==> config.mk <==
export PLATFORM = sky130hd
export DESIGN_NAME = apb4_completer
export DESIGN_NICKNAME = d
export VERILOG_FILES = /design/src/rtl/apb4_completer.sv
export SDC_FILE = /design/constraint.sdc
export NUM_CORES = 1
export LEC_CHECK = 0
export CAP_MARGIN = 20
export CORE_MARGIN = 5
export CORE_UTILIZATION = 43
export DETAILED_ROUTE_END_ITERATION = 8
export GPL_ROUTABILITY_DRIVEN = 0
export PLACE_DENSITY_LB_ADDON = 0.08
export RECOVER_POWER = 25
export SLEW_MARGIN = 10
export SYNTH_ARGS = -nofsm -noshare
export SYNTH_HDL_FRONTEND = slang
export SYNTH_SLANG_ARGS = --single-unit
==> constraint.sdc <==
create_clock -name PCLK -period 3.83 [get_ports PCLK]
set_input_delay 0.9575 -clock PCLK [delete_from_list [all_inputs] [get_ports PCLK]]
set_output_delay 0.9575 -clock PCLK [all_outputs]
set_load 0.01 [all_outputs]
==> src/rtl/apb4_completer.sv <==
// -----------------------------------------------------------------------------
// apb4_completer
//
// APB4 completer that bridges an APB requester to a register bank through a
// level request/acknowledge handshake. The block checks the address, issues
// one request per valid access and stretches the APB transfer with PREADY
// wait states until the register side acknowledges or the access times out.
//
// Behaviour summary:
//   - A setup phase (PSEL=1, PENABLE=0) seen in IDLE is captured and decoded.
//   - An address below BASE_ADDR, beyond the register window or not aligned
//     to the data width completes with zero wait states and PSLVERR=1.
//   - A write with PSTRB=0 completes with zero wait states as an OKAY no-op.
//   - Otherwise o_req is raised and held until i_ack or the timeout.
//   - PREADY is a one-cycle pulse; PRDATA/PSLVERR are only non-zero with it.
//
// Ports:
//   PCLK      in   clock, rising edge
//   PRESET    in   synchronous active-high reset
//   PSEL      in   APB select
//   PENABLE   in   APB access phase
//   PWRITE    in   1 = write, 0 = read
//   PADDR     in   byte address              [ADDR_WIDTH]
//   PWDATA    in   write data                [DATA_WIDTH]
//   PSTRB     in   write byte strobes        [BYTES]
//   PREADY    out  transfer complete (one-cycle pulse)
//   PRDATA    out  read data, valid with PREADY [DATA_WIDTH]
//   PSLVERR   out  transfer error, valid with PREADY
//   o_req     out  register request, held until i_ack or timeout
//   o_wr      out  1 = write, 0 = read
//   o_addr    out  register index            [IDX_W]
//   o_wdata   out  write data                [DATA_WIDTH]
//   o_wstrb   out  byte enables, zero on reads [BYTES]
//   i_ack     in   register side done (looked at only while o_req = 1)
//   i_rdata   in   read data, valid with i_ack [DATA_WIDTH]
//   i_err     in   register-side error, valid with i_ack
// -----------------------------------------------------------------------------
module apb4_completer #(
  parameter int          ADDR_WIDTH = 16,
  parameter int          DATA_WIDTH = 32,
  parameter int unsigned BASE_ADDR  = 0,
  parameter int          NUM_REGS   = 16,
  parameter int          TIMEOUT    = 15,
  localparam int         BYTES      = DATA_WIDTH / 8,
  localparam int         IDX_W      = $clog2(NUM_REGS)
) (
  input  logic                  PCLK,
  input  logic                  PRESET,
  input  logic                  PSEL,
  input  logic                  PENABLE,
  input  logic                  PWRITE,
  input  logic [ADDR_WIDTH-1:0] PADDR,
  input  logic [DATA_WIDTH-1:0] PWDATA,
  input  logic [BYTES-1:0]      PSTRB,
  output logic                  PREADY,
  output logic [DATA_WIDTH-1:0] PRDATA,
  output logic                  PSLVERR,
  output logic                  o_req,
  output logic                  o_wr,
  output logic [IDX_W-1:0]      o_addr,
  output logic [DATA_WIDTH-1:0] o_wdata,
  output logic [BYTES-1:0]      o_wstrb,
  input  logic                  i_ack,
  input  logic [DATA_WIDTH-1:0] i_rdata,
  input  logic                  i_err
);

  // Address decode constants. The decode works one bit wider than PADDR so
  // that PADDR - BASE_ADDR can never silently wrap into the valid window.
  localparam int                AL         = $clog2(BYTES);
  localparam logic [ADDR_WIDTH:0] BASE_EXT = (ADDR_WIDTH+1)'(BASE_ADDR);
  localparam logic [ADDR_WIDTH:0] SPAN_EXT = (ADDR_WIDTH+1)'(NUM_REGS * BYTES);
  localparam logic [ADDR_WIDTH-1:0] ALIGN_MASK = ADDR_WIDTH'(BYTES - 1);

  // Timeout counter sizing. The counter holds the number of completed WAIT
  // cycles, so it only has to reach TIMEOUT-1 before the expiry compare.
  localparam int             CNT_W  = (TIMEOUT > 1) ? $clog2(TIMEOUT + 1) : 1;
  localparam bit             TO_EN  = (TIMEOUT != 0);
  localparam logic [CNT_W-1:0] TO_VAL = CNT_W'(TIMEOUT);

  typedef enum logic [1:0] {
    ST_IDLE = 2'd0,
    ST_WAIT = 2'd1,
    ST_RESP = 2'd2
  } state_t;

  state_t                state_r;
  state_t                state_s;
  logic [CNT_W-1:0]      cnt_r;
  logic [CNT_W-1:0]      cnt_s;
  logic [CNT_W-1:0]      cnt_inc_s;

  // Next values for every registered output.
  logic                  pready_s;
  logic                  pslverr_s;
  logic [DATA_WIDTH-1:0] prdata_s;
  logic                  req_s;
  logic                  wr_s;
  logic [IDX_W-1:0]      addr_s;
  logic [DATA_WIDTH-1:0] wdata_s;
  logic [BYTES-1:0]      wstrb_s;

  // Decode results for the address currently on PADDR.
  logic                  setup_s;
  logic [ADDR_WIDTH:0]   addr_ext_s;
  logic [ADDR_WIDTH:0]   offset_s;
  logic                  below_s;
  logic                  above_s;
  logic                  unalign_s;
  logic                  dec_err_s;
  logic [IDX_W-1:0]      idx_s;

  // Address decode and range/alignment checks for the setup phase.
  always_comb begin
    setup_s    = PSEL & ~PENABLE;
    addr_ext_s = {1'b0, PADDR};
    offset_s   = addr_ext_s - BASE_EXT;
    below_s    = (addr_ext_s < BASE_EXT);
    above_s    = (offset_s >= SPAN_EXT);
    unalign_s  = ((PADDR & ALIGN_MASK) != '0);
    dec_err_s  = below_s | above_s | unalign_s;
    idx_s      = IDX_W'(offset_s >> AL);
    cnt_inc_s  = cnt_r + CNT_W'(1);
  end

  // Next-state and next-output logic for the transfer FSM.
  always_comb begin
    state_s   = state_r;
    cnt_s     = cnt_r;
    pready_s  = 1'b0;
    pslverr_s = PSLVERR;
    prdata_s  = PRDATA;
    req_s     = o_req;
    wr_s      = o_wr;
    addr_s    = o_addr;
    wdata_s   = o_wdata;
    wstrb_s   = o_wstrb;

    case (state_r)
      ST_IDLE: begin
        req_s     = 1'b0;
        pslverr_s = 1'b0;
        prdata_s  = '0;
        // An access phase without a preceding setup phase is ignored here.
        if (setup_s) begin
          if (dec_err_s) begin
            state_s   = ST_RESP;
            pready_s  = 1'b1;
            pslverr_s = 1'b1;
          end else if (PWRITE && (PSTRB == '0)) begin
            // A write that enables no byte lanes is completed locally.
            state_s   = ST_RESP;
            pready_s  = 1'b1;
          end else begin
            state_s = ST_WAIT;
            req_s   = 1'b1;
            cnt_s   = '0;
            addr_s  = idx_s;
            wr_s    = PWRITE;
            wdata_s = PWRITE ? PWDATA : '0;
            wstrb_s = PWRITE ? PSTRB : '0;
          end
        end else begin
          state_s = ST_IDLE;
        end
      end

      ST_WAIT: begin
        req_s = 1'b1;
        cnt_s = cnt_inc_s;
        // An acknowledge in the expiry cycle still completes normally.
        if (i_ack) begin
          state_s   = ST_RESP;
          req_s     = 1'b0;
          pready_s  = 1'b1;
          pslverr_s = i_err;
          prdata_s  = (!o_wr && !i_err) ? i_rdata : '0;
        end else if (TO_EN && (cnt_inc_s == TO_VAL)) begin
          state_s   = ST_RESP;
          req_s     = 1'b0;
          pready_s  = 1'b1;
          pslverr_s = 1'b1;
          prdata_s  = '0;
        end else begin
          state_s = ST_WAIT;
        end
      end

      ST_RESP: begin
        // PREADY was high for this one cycle; always return to IDLE, even if
        // the requester has already dropped PSEL.
        state_s   = ST_IDLE;
        req_s     = 1'b0;
        pslverr_s = 1'b0;
        prdata_s  = '0;
      end

      default: begin
        state_s   = ST_IDLE;
        req_s     = 1'b0;
        pslverr_s = 1'b0;
        prdata_s  = '0;
      end
    endcase
  end

  // State, counter and output registers with synchronous reset.
  always_ff @(posedge PCLK) begin
    if (PRESET) begin
      state_r <= ST_IDLE;
      cnt_r   <= '0;
      PREADY  <= 1'b0;
      PSLVERR <= 1'b0;
      PRDATA  <= '0;
      o_req   <= 1'b0;
      o_wr    <= 1'b0;
      o_addr  <= '0;
      o_wdata <= '0;
      o_wstrb <= '0;
    end else begin
      state_r <= state_s;
      cnt_r   <= cnt_s;
      PREADY  <= pready_s;
      PSLVERR <= pslverr_s;
      PRDATA  <= prdata_s;
      o_req   <= req_s;
      o_wr    <= wr_s;
      o_addr  <= addr_s;
      o_wdata <= wdata_s;
      o_wstrb <= wstrb_s;
    end
  end

endmodule
Word-level counts from Yosys, hierarchy flattened
Cells that the tools add are included.
- bits in registers: 82
- input port bits: 91
- word-level logic and storage cells: 68
- $add $sub $neg: 1
- order comparisons: 1
- equality and inequality tests: 6
- muxes and demuxes: 32
- bitwise gates (word level): 6
- reductions and logical operators: 12
- operators with widths (cell ; number):
    two-way mux 32 bit ; 4
    >= comparator 16 x 7 -> 1 bit, second input constant ; 1
    two-way mux 4 bit ; 4
    nonzero test 16 bit ; 1
    two-way mux 1 bit ; 14
    two-way mux 2 bit ; 5
    one-hot mux 4 bit (2 select lines) ; 1
    AND reduction 4 bit ; 2
    != test 2 bit, second input constant ; 3
    one-hot mux 1 bit (2 select lines) ; 3
    adder 4 x 1 -> 4 bit, second input constant ; 1
    equality test 4 bit, second input constant ; 1
    zero test 4 bit ; 1
    NOT 1 bit ; 4
    one-hot mux 2 bit (2 select lines) ; 1
    nonzero test 2 bit ; 2
    != test 3 bit, second input constant ; 1
    equality test 2 x 1 -> 1 bit, second input constant ; 1
    logical AND 1 bit ; 2
    zero test 1 bit ; 2
    zero test 2 bit ; 1
    OR reduction 2 bit ; 1
    bitwise AND 1 bit ; 1
    OR 1 bit ; 1

Logic depth before layout (Yosys ltp)
Gate-level depths: netlist of the first run.
- depth after elaboration: 6
- depth in mapped cells: 6
- depth with buffers taken out: 5

Worst setup path before layout of the first run
OpenSTA, ideal clock, no wires.
- path kind: in2reg
- from: in PENABLE
- to: reg o_wdata[21]
- setup time: 0.123 ns
- arrival time: 2.480 ns
- required time: 3.707 ns
- setup slack: 1.227 ns
- stages: 6
- path buffers: 2
- cell sequence: or4b_1 > buf_6 > a31o_4 > nor2_1 > clkbuf_2 > o21ai_0
- longest elaborated chain between the ends: 3
- ends and longest elaborated chain (what ; RTL line ; text):
    start, declared ; 50 ; input logic PENABLE,
    NOT 1 bit ; 115 ; setup_s = PSEL & ~PENABLE;
    bitwise AND 1 bit ; 115 ;
    AND reduction 4 bit (no line) ; - ;
    end signal, assigned ; 229 ; o_wdata <= wdata_s;
    end, declared ; 61 ; output logic [DATA_WIDTH-1:0] o_wdata,
No other way between the ends.
A chain may end at the register's enable or synchronous reset.

Worst setup path in the final report of the first run
- from: in PENABLE
- to: reg o_wdata[2]
The elaborated chain is that of the path after synthesis.

==> out/results.ini, run 1 <==
[status]
status = completed

[clocking]
clock-sinks = 81
cts_resized = 0
tritoncts = yes
clk_root_buffer_cell = clkbuf_8
cts_setup_buffers = 0
htree_levels = 3
cts_buffer_depth = 2
cts_made_buffers = 9
clk_pin_slew_worst_paths_ns = 0.07
ctsHoldBuffers = 0
insertion_delay_ns = 0.35

[timing]
setup_violations = 0
fin_hold_ws_ns = 0.476
fmax_mhz = 337
skew_ns = 0.0152
rsz0062_at_grt = no
final.min_clock_period_ns = 2.97
maxSlewHeadroom_pct = 51.8
drv_slew = 0
tns_ns = 0
worst_pin_slew_ns = 0.721
finalHoldViolCount = 0
fin_crit_sh_pct = 77.5

[placed_design]
io_buffer_count = 166
hpwl_um = 6940

[cells_and_area]
final_common_cell = clkdlybuf4s50_1
drive_above_1_share_pct = 6.86
nNetsFinal = 598
final_cell_mix = 126 x clkdlybuf4s50_1, 81 x dfxtp_1, 39 x dlygate4sd3_1, 37 x nand2_1, 35 x nand2b_1
diodes = 0
syn_to_final_growth_pct = 57.2

[drt]
drc = 0
drtIter0Drc = 171
via_per_inst = 5.28
drt_wl_total_um = 9870
ant_nets = 0
routedWlPerCell_um = 16.1
num_vias = 3233
drt_pass1_iterations = 4

[worst_setup_path]
worstSetupPathType = input pin to flip-flop
startpoint = PENABLE
critical-path-top-delay-family = simple AND/OR/NAND/NOR gates
setup.worst_path.start_class = input pin
required_ns = 4.10
reg2reg_from = o_req
cp-end-kind = flip-flop
path_cells = clkdlybuf4s50_1 -> or4b_1 -> a31o_4 -> or4_2 -> o21ai_0
worst_path_largest_cell_delay_ns = 0.73
cp.arrival_ns = 3.24
crit_path_max_fanout = 36
critPathBufInv = 1
crit_slowest_cell = or4b_1

[pwr]
pwr_density_cell_nw_per_um2 = 310
switchingPower_mw = 0.372
power_frac_comb_pct = 8.9
clockPowerShare_pct = 38.8
pwr-share-seq_pct = 52.3
power_mw = 1.61
leakage_nw = 1.94
ir_drop_mv = 0.166
swShare_pct = 23.1
intPower_mw = 1.24

[run]
cap_violations = 0

[hold_path]
hp-class = flip-flop to flip-flop
min_from = o_wdata[0]

[yosys]
syn_inst = 355
synth_top_area_share_pct = 49.0
synth.ff_latch_count = 81
yosys_warnings = 0
seq_area_frac_synth_pct = 49.0
synth_area_um2 = 3310
yosys.area.top_type = dfxtp_1
synthTopCellsByArea = dfxtp_1 49%, a22o_1 8.5%, nand2b_1 6.6%
syn_nets = 448
syn_area_per_cell_um2 = 9.32
synthDistinctLibCells = 38

[die]
core_um2 = 7610
ios = 167
die_w_um = 97.7
dieArea_um2 = 9550
die_h_um = 97.7
rows = 32
start_util_pct = 43.5

[grt]
antenna_found_initial = 0
grt_pass1_vias = 3339
grt_max_degree = 55
grt_pass1_wl_um = 16100
grt_usage_pct = 20.4
overflow = 0

## flip-flops by register name, indices dropped and copies added, names as in the netlist, 4 cells and up
register and cells:
cnt_r 4, o_addr 4, PRDATA 32, o_wstrb 4, o_wdata 32
## area by class of cell
class	instances	area, um^2
Sequential cell	81	1620
Inverter	4	15.0
Multi-Input combinational cell	236	1530
Timing Repair Buffer	173	1710
Clock inverter	6	68.8
Fill cell	629	2410
Clock buffer	10	128
Tap cell	102	128
## power by group through the flow
| stage | clock [mW] | sequential (mW) | combinational, mW |
|---|---|---|---|
| global placement | 0 | 0.863 | 0.142 |
| floorplan | 0 | 0.863 | 0.0426 |
| finish | 0.626 | 0.843 | 0.143 |
| CTS | 0.638 | 0.843 | 0.144 |
| detailed placement | 0 | 0.863 | 0.143 |
| global route | 0.684 | 0.843 | 0.154 |
## worst min-delay path, stage by stage, from the launching register on
cell and delay (ns):
dfxtp_1 0.32, nand2b_1 0.06, o21ai_0 0.06
## cells by family after synthesis
kind of cell,count (synthesis),synth area share [%]
AO/OA/AOI/OAI,94,19.9
AND/OR/NAND/NOR,139,24.6
buffers and inverters,38,5.48
flip-flops,81,49.0
multiplexers,1,0.303
adder cells (fa/ha/maj),2,0.756
## stage by stage
| stage | instance area, um^2 | std cells | setup WS, ns | utilization (%) |
|---|---|---|---|---|
| after global routing | 5200 | 612 | 0.786 | 68.4 |
| after floorplan | 3310 | 355 | 1.23 | - |
| final | 5200 | 612 | 0.862 | 68.4 |
| after global placement | 5000 | 596 | 0.563 | 65.8 |
| after detailed placement | 5000 | 596 | 0.517 | 65.8 |
| after CTS | 5200 | 612 | 0.879 | 68.4 |
## layer usage
layer / share of wire [%] / global-route usage [%] / wire (um) / up-vias
li1: - / - / - / 1603
met1: 43 / 24.6 / 4270 / 1495
met2: 47 / 33.1 / 4640 / 123
met3: 8.3 / 8.54 / 819 / 12
met4: 1.4 / 6.28 / 141 / 0
met5: 0 / 0 / 0 / -
## final timing paths
path | end | slack, ns | cells after the start
setup / recovery | o_wdata[2] | 0.86 | 5
hold / removal | o_wdata[0] | 0.48 | 2
setup reg to reg | o_wdata[2] | 1.57 | 4
hold reg to reg | o_wdata[0] | 0.48 | 2
## Yosys cell counts (all sizes together)
master	number
inv	4
nand3	4
or4	34
or2b	2
a31o	1
nor2b	2
dlygate4sd1	1
a22o	32
a22oi	1
o31ai	7
mux2i	1
nor2	6
o32ai	2
or4b	1
a31oi	1
nor4	4
nand4	7
dfxtp	81
clkbuf	30
a2111oi	2
a41o	1
nand2b	35
a21oi	8
nor3b	1
a311oi	2
or2	1
and3	3
o21ai	36
a311o	1
nand2	37
buf	3
nor3	2
ha	2
(Power assumes the default switching activity.)
==> run 2: changes to the inputs <==
--- a/config.mk
+++ b/config.mk
@@ -7,7 +7,7 @@
 export LEC_CHECK = 0
 export CAP_MARGIN = 20
 export CORE_MARGIN = 5
-export CORE_UTILIZATION = 43
+export CORE_UTILIZATION = 36
 export DETAILED_ROUTE_END_ITERATION = 8
 export GPL_ROUTABILITY_DRIVEN = 0
 export PLACE_DENSITY_LB_ADDON = 0.08
==> constraint.sdc (replaced) <==
create_clock -name PCLK -period 2.7 [get_ports PCLK]
set_input_delay 0.675 -clock PCLK [delete_from_list [all_inputs] [get_ports PCLK]]
set_output_delay 0.675 -clock PCLK [all_outputs]
set_load 0.01 [all_outputs]
==> run 2 against run 1 <==
Combinational power increased by 53%. Critical path depth unchanged. Die area is 17% higher. Clock skew is 0.0030 ns lower. Final cell count up 3.6%.
==> out/results.ini, run 2 (synthesis gave the netlist of run 1 again) <==
[status]
status = completed

[timing]
fmax_mhz = 410
rsz0062_at_grt = no
worst_pin_slew_ns = 0.665
tns_ns = 0
maxSlewHeadroom_pct = 55.7
final.min_clock_period_ns = 2.44
fin_crit_sh_pct = 90.3
skew_ns = 0.0122
fin_hold_ws_ns = 0.473
drv_slew = 0
fin_ws_ns = 0.263
finalHoldViolCount = 0
setup_violations = 0

[drt]
drt_pass1_iterations = 4
drt_wl_total_um = 9930
via_per_inst = 5.15
ant_nets = 0
drtIter0Drc = 110
routedWlPerCell_um = 15.7
num_vias = 3262
drc = 0

[cells_and_area]
syn_to_final_growth_pct = 60.4
design_area_um2 = 5310
drive_above_1_share_pct = 9.18
reg.largest.list = PRDATA x32, o_wdata x32
nNetsFinal = 611
fin_cells = 634
final_common_cell = clkdlybuf4s50_1
final_core_util_pct = 58.3
diodes = 0
final_cell_mix = 157 x clkdlybuf4s50_1, 81 x dfxtp_1, 37 x nand2_1, 35 x nand2b_1, 34 x o21ai_0

[pwr]
power_mw = 2.23
pwr-share-seq_pct = 53.5
pwr_density_cell_nw_per_um2 = 421
intPower_mw = 1.68
leakage_nw = 1.89
clockPowerShare_pct = 36.7
swShare_pct = 24.6
ir_drop_mv = 0.209
power_frac_comb_pct = 9.8
switchingPower_mw = 0.549

[clocking]
clk_pin_slew_worst_paths_ns = 0.09
cts_setup_buffers = 0
tritoncts = yes
insertion_delay_ns = 0.35
clk_root_buffer_cell = clkbuf_8
cts_made_buffers = 9
ctsHoldBuffers = 0
htree_levels = 3
cts_resized = 0
cts_buffer_depth = 2
clock-sinks = 81

[placed_design]
hpwl_um = 7210
io_buffer_count = 166
pre_cts_ws_ns = -0.0900
dpl-instance-area_um2 = 5160
dp_cells = 618

[die]
die_w_um = 106
ios = 167
core_um2 = 9110
dieArea_um2 = 11200
start_util_pct = 36.3
die_h_um = 106
rows = 35

[grt]
grt_pass1_vias = 3360
grt_pass1_wl_um = 16100
grt_usage_pct = 17.6
antenna_found_initial = 0
grt_max_degree = 40
overflow = 0

[worst_setup_path]
setup.worst_path.start_class = input pin
cp-end-kind = flip-flop
cp.arrival_ns = 2.73
required_ns = 2.99
worstSetupPathType = input pin to flip-flop
crit_path_max_fanout = 32

[hold_path]
hp-class = flip-flop to flip-flop

[run]
cap_violations = 0

## run 2: cell types whose count changed in the layout (fill, tap and decap cells not counted), sizes merged
cell / previous run / this run
clkinvlp: 4 / 3
inv: 4 / 7
bufinv: 1 / 0
clkdlybuf4s50: 126 / 157
buf: 8 / 20
dlygate4sd3: 39 / 8
## run 2: cell type report
type / count / area, um^2
inverters: 4 / 15.0
fillers: 849 / 3800
clock inverters: 7 / 53.8
well taps: 111 / 139
multi-input cells: 236 / 1510
repair buffers: 186 / 1840
clock buffers: 9 / 124
flip-flops and latches: 81 / 1620
## run 2: final timing paths
kind         startpoint         end  slack, ns  cells after the start
min reg2reg  PRDATA[17]  PRDATA[17]       0.47                      1
min          PRDATA[17]  PRDATA[17]       0.47                      1
max reg2reg    cnt_r[0]   PRDATA[7]       0.46                      6
max               i_ack   PRDATA[7]       0.26                      5
## run 2: power groups by stage
stage	Clock (mW)	Combinational (mW)	Sequential [mW]
global route	0.901	0.235	1.20
global placement	0	0.219	1.22
finish	0.819	0.219	1.20
CTS	0.850	0.221	1.20
floorplan	0	0.0604	1.22
detailed placement	0	0.220	1.22
## run 2: worst max-delay path, cell delays in order
cell and delay, ns:
dlygate4sd3_1 0.57, a41o_1 0.24, a311oi_1 0.38, clkbuf_2 0.60, a22o_1 0.23
## run 2: routing by layer
metal / global-route usage (%) / vias up / part of all wire [%]
met5: 0 / - / 0
met3: 6.18 / 14 / 8.1
met2: 27.6 / 105 / 46
li1: - / 1632 / -
met4: 7.12 / 0 / 2.1
met1: 22.1 / 1511 / 44
